--- src/rtl/irq_encoder8_pkg.sv ---
// Shared types and constants for the irq_encoder8 request encoder.
// Holds the grant FSM state encoding and the index-to-one-hot helper used for acknowledge clears.
package irq_encoder8_pkg;
  localparam int REQ_W  = 8;
  localparam int CODE_W = 3;

  typedef enum logic {
    IDLE  = 1'b0,
    GRANT = 1'b1
  } state_t;

  function automatic logic [REQ_W-1:0] onehot(input logic [CODE_W-1:0] idx);
    onehot      = '0;
    onehot[idx] = 1'b1;
  endfunction
endpackage

--- src/rtl/irq_encoder8_if.sv ---
// Request/acknowledge and encoded-grant bundle for irq_encoder8.
// The master side drives requests and acknowledges; the slave side (the encoder) drives the grant.
interface irq_encoder8_if;
  import irq_encoder8_pkg::*;

  logic [REQ_W-1:0] req;
  logic             ack;
  logic             out2;
  logic             out1;
  logic             out0;
  logic             valid;
  logic             ovf;

  modport master (
    output req, ack,
    input  out2, out1, out0, valid, ovf
  );

  modport slave (
    input  req, ack,
    output out2, out1, out0, valid, ovf
  );
endinterface

--- src/rtl/irq_encoder8_prio_enc8.sv ---
// Combinational highest-set-bit encoder: bit 7 wins, any flags a nonzero input.
module prio_enc8
  import irq_encoder8_pkg::*;
(
  input  logic [REQ_W-1:0]  vec,
  output logic [CODE_W-1:0] idx,
  output logic              any
);

  // Scanning upward lets the highest set bit overwrite lower ones.
  always_comb begin
    idx = '0;
    for (int i = 0; i < REQ_W; i++) begin
      if (vec[i]) idx = CODE_W'(i);
    end
  end

  assign any = |vec;

endmodule

--- src/rtl/irq_encoder8.sv ---
// Registered 8-to-3 priority encoder: captures request events into a pending set and
// grants the highest pending index, holding it without preemption until acknowledged.
module irq_encoder8
  import irq_encoder8_pkg::*;
#(
  parameter bit EDGE = 1'b1
) (
  input  logic          clk,
  input  logic          rst,
  irq_encoder8_if.slave bus
);

  logic [REQ_W-1:0]  req_d;
  logic [REQ_W-1:0]  pend;
  logic [REQ_W-1:0]  pend_n;
  logic [REQ_W-1:0]  cap;
  logic [REQ_W-1:0]  clr;
  logic [CODE_W-1:0] code;
  logic [CODE_W-1:0] code_n;
  logic [CODE_W-1:0] enc_idx;
  logic              enc_any;
  logic              valid;
  logic              valid_n;
  logic              ovf;
  state_t            state;
  state_t            state_n;

  prio_enc8 u_enc (
    .vec (pend),
    .idx (enc_idx),
    .any (enc_any)
  );

  assign cap    = EDGE ? (bus.req & ~req_d) : bus.req;
  assign clr    = (bus.ack && valid) ? onehot(code) : '0;
  // A capture on the bit being cleared keeps it pending.
  assign pend_n = (pend & ~clr) | cap;

  always_ff @(posedge clk) begin
    if (rst) begin
      req_d <= '0;
      pend  <= '0;
      code  <= '0;
      valid <= 1'b0;
      ovf   <= 1'b0;
      state <= IDLE;
    end else begin
      req_d <= bus.req;
      pend  <= pend_n;
      code  <= code_n;
      valid <= valid_n;
      ovf   <= ovf | (|(cap & pend & ~clr));
      state <= state_n;
    end
  end

  // Selection looks only at registered pending bits, never this cycle's captures.
  always_comb begin
    state_n = state;
    code_n  = code;
    valid_n = valid;
    case (state)
      IDLE: begin
        if (enc_any) begin
          code_n  = enc_idx;
          valid_n = 1'b1;
          state_n = GRANT;
        end
      end
      GRANT: begin
        if (bus.ack) begin
          valid_n = 1'b0;
          state_n = IDLE;
        end
      end
      default: state_n = IDLE;
    endcase
  end

  assign bus.out2  = code[2];
  assign bus.out1  = code[1];
  assign bus.out0  = code[0];
  assign bus.valid = valid;
  assign bus.ovf   = ovf;

endmodule

--- src/flat_wrapper.sv ---
// flat-port wrapper written by rule: the top's interface ports become plain ports
module irq_encoder8_flat import irq_encoder8_pkg::*;
#(
  parameter bit EDGE = 1'b1
)
  (clk, rst, bus_req, bus_ack, bus_out2, bus_out1, bus_out0, bus_valid, bus_ovf);
  irq_encoder8_if bus_i ();
  input  logic clk;
  input  logic rst;
  input wire logic [$bits(bus_i.req)-1:0] bus_req;
  input wire logic [$bits(bus_i.ack)-1:0] bus_ack;
  output wire logic [$bits(bus_i.out2)-1:0] bus_out2;
  output wire logic [$bits(bus_i.out1)-1:0] bus_out1;
  output wire logic [$bits(bus_i.out0)-1:0] bus_out0;
  output wire logic [$bits(bus_i.valid)-1:0] bus_valid;
  output wire logic [$bits(bus_i.ovf)-1:0] bus_ovf;
  assign bus_i.req = bus_req;
  assign bus_i.ack = bus_ack;
  assign bus_out2 = bus_i.out2;
  assign bus_out1 = bus_i.out1;
  assign bus_out0 = bus_i.out0;
  assign bus_valid = bus_i.valid;
  assign bus_ovf = bus_i.ovf;
  irq_encoder8 #(.EDGE(EDGE)) u_core (.clk(clk), .rst(rst), .bus(bus_i));
endmodule
--- config.mk ---
export PLATFORM = sky130hd
export DESIGN_NAME = irq_encoder8_flat
export DESIGN_NICKNAME = d
export VERILOG_FILES = /design/src/rtl/irq_encoder8_pkg.sv /design/src/rtl/irq_encoder8_if.sv /design/src/rtl/irq_encoder8_prio_enc8.sv /design/src/rtl/irq_encoder8.sv /design/src/flat_wrapper.sv
export SDC_FILE = /design/constraint.sdc
export NUM_CORES = 1
export LEC_CHECK = 0
export ABC_CLOCK_PERIOD_IN_PS = 2600
export CELL_PAD_IN_SITES_DETAIL_PLACEMENT = 1
export CELL_PAD_IN_SITES_GLOBAL_PLACEMENT = 1
export CORE_ASPECT_RATIO = 1.5
export CORE_UTILIZATION = 40
export DETAILED_ROUTE_END_ITERATION = 7
export PLACE_DENSITY = 0.83
export SYNTH_ARGS = -nofsm -noshare
export SYNTH_HDL_FRONTEND = slang
export SYNTH_SLANG_ARGS = --single-unit
--- constraint.sdc ---
create_clock -name clk -period 2.6 [get_ports clk]
set_clock_uncertainty 0.15 [all_clocks]
set_input_delay 0.65 -clock clk [delete_from_list [all_inputs] [get_ports clk]]
set_output_delay 0.65 -clock clk [all_outputs]
set_load 0.02 [all_outputs]
Word level (Yosys, flattened, before mapping)
Index checks and enable logic that the tools add are counted.
{"block": "totals", "out_inout_bits": 5, "regBits": 22}
{"block": "classes", "n_lt_le_gt_ge": 2, "n_mux": 16, "reduce_logical": 6, "eq_ne": 2, "n_bitwise": 9}
{"op": "8-bit bitwise AND", "n": 4}
{"op": "3-bit two-way mux", "n": 6}
{"op": "8-bit inverter", "n": 2}
{"op": "8-bit OR reduction", "n": 2}
{"op": "8-bit two-way mux", "n": 1}
{"op": "8-bit OR", "n": 1}
{"op": "1-bit two-way mux", "n": 6}
{"op": "3-bit by 4-bit less-than comparator with 1-bit output (second input constant)", "n": 1}
{"op": "1-bit case mux with 2 select lines", "n": 2}
{"op": "2-bit AND reduction", "n": 2}
{"op": "1-bit demux with 3-bit select", "n": 1}
{"op": "3-bit by 1-bit greater-or-equal comparator with 1-bit output (second input constant)", "n": 1}
{"op": "1-bit logical AND", "n": 2}
{"op": "2-bit by 1-bit != test with 1-bit output (second input constant)", "n": 1}
{"op": "2-bit != test (second input constant)", "n": 1}
{"op": "1-bit inverter", "n": 1}
{"op": "1-bit OR", "n": 1}

Longest topological paths before layout
{"block": "logic_depth", "ltp_word": 9, "mapped_depth": 4}

By module
From an unflattened synthesis, not the netlist that was laid out.
{"block": "unflattened", "hier_cells": 98, "area_unflattened_um2": 900.9}
{"mod": "irq_encoder8", "seq_area_each_um2": 440.4, "cells_per_inst": 86, "area_per_inst_um2": 834.6, "n_inst": 1}
{"mod": "prio_enc8", "seq_area_each_um2": 0.0, "cells_per_inst": 12, "area_per_inst_um2": 66.3, "n_inst": 1}

Worst setup path before layout
No wires, ideal clock.
{"block": "synth_timing", "path_kind": "in2reg", "start": "input port bus_ack", "end": "register u_core.ovf, in the netlist u_core.bus.ovf", "setup_slack_ps": 986, "path_stages": 4, "required_time_ps": 2312, "t_arrival_ps": 1326, "setup_ps": 138, "n_path_buf": 0, "path_cell_list": "nor3b_4 -> nand3_2 -> a311oi_1 -> a41oi_1"}
{"block": "synth_between", "elab_chain_len": 6}
{"element": "start, declared", "line_no": "flat_wrapper.sv:11", "text": "input wire logic [$bits(bus_i.ack)-1:0] bus_ack;"}
{"element": "1-bit logical AND", "line_no": "irq_encoder8.sv:35", "text": "assign clr = (bus.ack && valid) ? onehot(code) : '0;"}
{"element": "8-bit two-way mux", "line_no": "irq_encoder8.sv:35"}
{"element": "8-bit inverter", "line_no": "irq_encoder8.sv:52", "text": "ovf <= ovf | (|(cap & pend & ~clr));"}
{"element": "8-bit bitwise AND", "line_no": "irq_encoder8.sv:52"}
{"element": "8-bit OR reduction", "line_no": "irq_encoder8.sv:52"}
{"element": "1-bit OR", "line_no": "irq_encoder8.sv:52"}
{"element": "end signal, assigned", "line_no": "irq_encoder8.sv:52"}
{"element": "end, declared", "line_no": "irq_encoder8.sv:24", "text": "logic ovf;"}
No other way between the ends.
A chain may end at the register's enable or synchronous reset.

Final worst setup path
{"block": "layout_timing", "start": "register u_core.valid, in the netlist u_core.bus.valid", "end": "output port bus_valid"}
{"element": "start, declared", "line_no": "irq_encoder8.sv:22", "text": "logic valid;"}
{"element": "start signal, assigned", "line_no": "irq_encoder8.sv:51", "text": "valid <= valid_n;"}
{"element": "end, declared", "line_no": "flat_wrapper.sv:15", "text": "output wire logic [$bits(bus_i.valid)-1:0] bus_valid;"}
No word-level cell between the ends.

==> results.yml <==
layout:
  stdcell_count: 134
  final_util_pct: 53.3
  insertedDiodeCount: 0
  layout.cell_area.non_filler_sq_mm: 0.00111
  drive_above_1_share_pct: 10.7
  layout-area-overhead-vs-synth_pct: 23.9
  final_net_count: 124
power_and_ir_drop:
  vdd_drop_max_uv: 283
  pwr-share-clk_pct: 26.7
  total_switching_power_mw: 0.199
  intPower_mw: 0.519
  power-per-cell-area_mw_per_mm2: 648
  comb_power_share_pct: 18.3
  sequentialPowerShare_pct: 55.0
  p_total_mw: 0.718
  netSwitchingFraction_pct: 27.7
  cellLeakagePower_nw: 0.397
sta:
  final_min_period_over_clock_period_pct: 86.2
  highest_clock_frequency_the_design_can_meet_mhz: 446
  slew_violations: 0
  max-slew-margin-rel_pct: 72.8
  hold_viol: 0
  finalSetupViolations: 0
  setup-tns-final_ns: 0
  smallest_hold_slack_ns: 0.364
  setup_repair_after_global_routing_missed_its_margin: "no"
  max_slew.worst_pin.slew_ns: 0.405
  finalCriticalPeriod_ns: 2.24
  layout_setup_ws_ns: 0.359
floorplan:
  rows: 20
  die_w_um: 40.6
  design.core.area_sq_mm: 0.00208
  die_area_sq_mm: 0.00243
  io-pin-count: 16
  chipHeight_um: 59.9
  initial_utilization_pct: 43.0
synth:
  synth_enable_flop_cells: 0
  synth_compound_gate_area_share_pct: 21.8
  postSynth.asyncResetShare_pct: 0
  synth_area_leaders: "dfxtp_1 (49%), nor2b_1 (7.0%), nand2b_1 (6.3%)"
  synth.cell_area_sq_um: 893
  post_synth_xor_xnor_area_pct: 0
  syn_nets: 105
  yosys_most_used_dff: "dfxtp_1"
  post-synth-top-count-cell: "dfxtp_1"
  syn_inst: 94
  postSynthRegisterBits: 22
  yosys_warning_count: 0
  post_synth_fa_ha_maj_area_fraction_pct: 0
  yosysTopAreaCellShare_pct: 49.3
  synth_commonest_cells: "dfxtp_1 (22), a21oi_1 (11), nor2b_1 (10)"
  mux_share_of_post_synthesis_cell_area_pct: 0
  dominant_combinational_cell_family_by_area_after_synthesis: "simple AND/OR/NAND/NOR gates"
  postSynthAreaPerCell_sq_um: 9.50
  yosysUniqueCellTypes: 25
  yosys.area_share.simple_pct: 26.8
  library_cell_with_the_largest_summed_area_after_synthesis: "dfxtp_1"
  yosysSeqAreaShare_pct: 49.3
global_routing:
  grt_pass1_wl_mm: 3.35
  initial_antenna_violation_count: 0
  track_usage_pct: 20.3
  largest_net_degree_at_the_start_of_global_routing: 15
  grt_pass1_vias: 791
  overflow_after_grt: 0
cts:
  cts.hold.buffers_added: 0
  worst_skew_pair.late_latency_ns: 0.31
  cts_made_buffers: 3
  postCtsResizedCells: 0
  ctsRootBufferMaster: "clkbuf_4"
  cts_tree: "yes"
  clock_sinks: 22
  htree_levels: 1
  postCtsSetupRepairBufs: 0
  clkSlewWorstSetupHoldPaths_ns: 0.12
  ctsLongestPathBuffers: 2
setup_path:
  worst_setup_path_startpoint: "u_core.bus.valid"
  crit_path_cells: "clkdlybuf4s50_1"
  crit_path_end_kind: "primary output"
  worst_r2r_startpoint: "u_core.code[0]"
  crit_arrival_ns: 1.44
  timing.critical_path.max_delay_family: "buffers and inverters"
  worstSetupPathType: "reg2out"
  worstPathRequired_ns: 1.80
  worstPathMaxFanout: 6
  maximum_cell_stage_delay_along_the_critical_path_ns: 0.65
  startpoint_type: "flop"
  worstPathBufferInverterCount: 1
  cell_type_of_the_slowest_stage_on_the_worst_timing_path: "clkdlybuf4s50_1"
route:
  drt_first_iter_violations: 9
  post_drt_via_cell_ratio: 5.60
  drt-wirelength-per-cell_um: 14.8
  route.vias.total: 750
  detail_route.wirelength_mm: 1.98
  postRouteAntennaNets: 0
  drt_drc_violations_left: 0
  dr.pass1.iters: 3
worst_hold_path:
  worst_hold_path_type: "reg2reg"
  min_from: "u_core.pend[0]"
placement:
  io_buffers: 15
  routabilityCongestion: 0.749
  placed_cells_incl_taps: 130
  placedInstanceArea_sq_mm: 0.00107
  pre_cts_ws_ns: 0.302
  detailed_place_hpwl_mm: 1.53
status:
  run_status: "complete, no violations"
run:
  drv_cap: 0
cell usage in the layout, fill, tap and decap left out:
master and count:
a211oi_1 2, a21oi_1 11, a21oi_2 1, a311oi_1 1, a311oi_2 1, a41oi_1 1, buf_4 1, clkbuf_4 3
clkbuf_8 1, clkdlybuf4s50_1 15, dfxtp_1 22, inv_1 3, nand2_1 4, nand2b_1 9, nand3_1 1, nand3_2 1
nand3b_1 2, nor2_1 4, nor2b_1 10, nor3_1 2, nor3b_4 1, nor4_2 2, o21a_1 2, o21ai_0 6
o21ai_1 1, o21bai_1 1, o22a_1 3, or2_2 1
worst paths after layout:
check / slack, ns / to / cells past startpoint
max: 0.36 / bus_valid / 1
min: 0.36 / u_core.pend[0] / 2
max reg2reg: 1.13 / u_core.bus.ovf / 4
min reg2reg: 0.36 / u_core.pend[0] / 2
sequential cells by signal (all words and copies together) (netlist names):
signal	cells
u_core.req_d	8
u_core.bus.valid	1
u_core.state	1
u_core.bus.ovf	1
u_core.pend	8
u_core.code	3
area by class of cell:
class | instances | area [sq um]
Inverter | 3 | 11.3
Fill cell | 255 | 970
Sequential cell | 22 | 440
Clock buffer | 4 | 36.3
Multi-Input combinational cell | 67 | 434
Tap cell | 22 | 27.5
Timing Repair Buffer | 16 | 158
layer usage:
metal | track usage (%) | vias up | part of all wire (%)
met2 | 37.0 | 13 | 55
met1 | 19.9 | 366 | 40
met3 | 4.46 | 6 | 2.7
met4 | 10.0 | 0 | 2.2
li1 | - | 365 | -
met5 | 0 | - | 0
worst min-delay path: cells and delay by family, from the launching register on:
family,cells,cell delay (ns)
AOI/OAI and AO/OA,1,0.06
DFF,1,0.36
and+or+nand+nor,1,0.07
power by group through the flow:
| stage | logic [mW] | registers [mW] | clock network [mW] |
|---|---|---|---|
| 2_1_floorplan | 0.0699 | 0.406 | 0 |
| 3_3_place_gp | 0.128 | 0.400 | 0 |
| 3_5_place_dp | 0.133 | 0.403 | 0 |
| 4_1_cts | 0.133 | 0.395 | 0.196 |
| 5_1_grt | 0.145 | 0.400 | 0.206 |
| 6_report | 0.131 | 0.395 | 0.191 |
cells by family (layout without fill, tap and decap cells):
logic type | after synthesis | after routing
simple gates | 37 | 37
compound gates | 30 | 30
flops | 22 | 22
buf+inv | 5 | 23
Power figures use the tool's default switching activity.
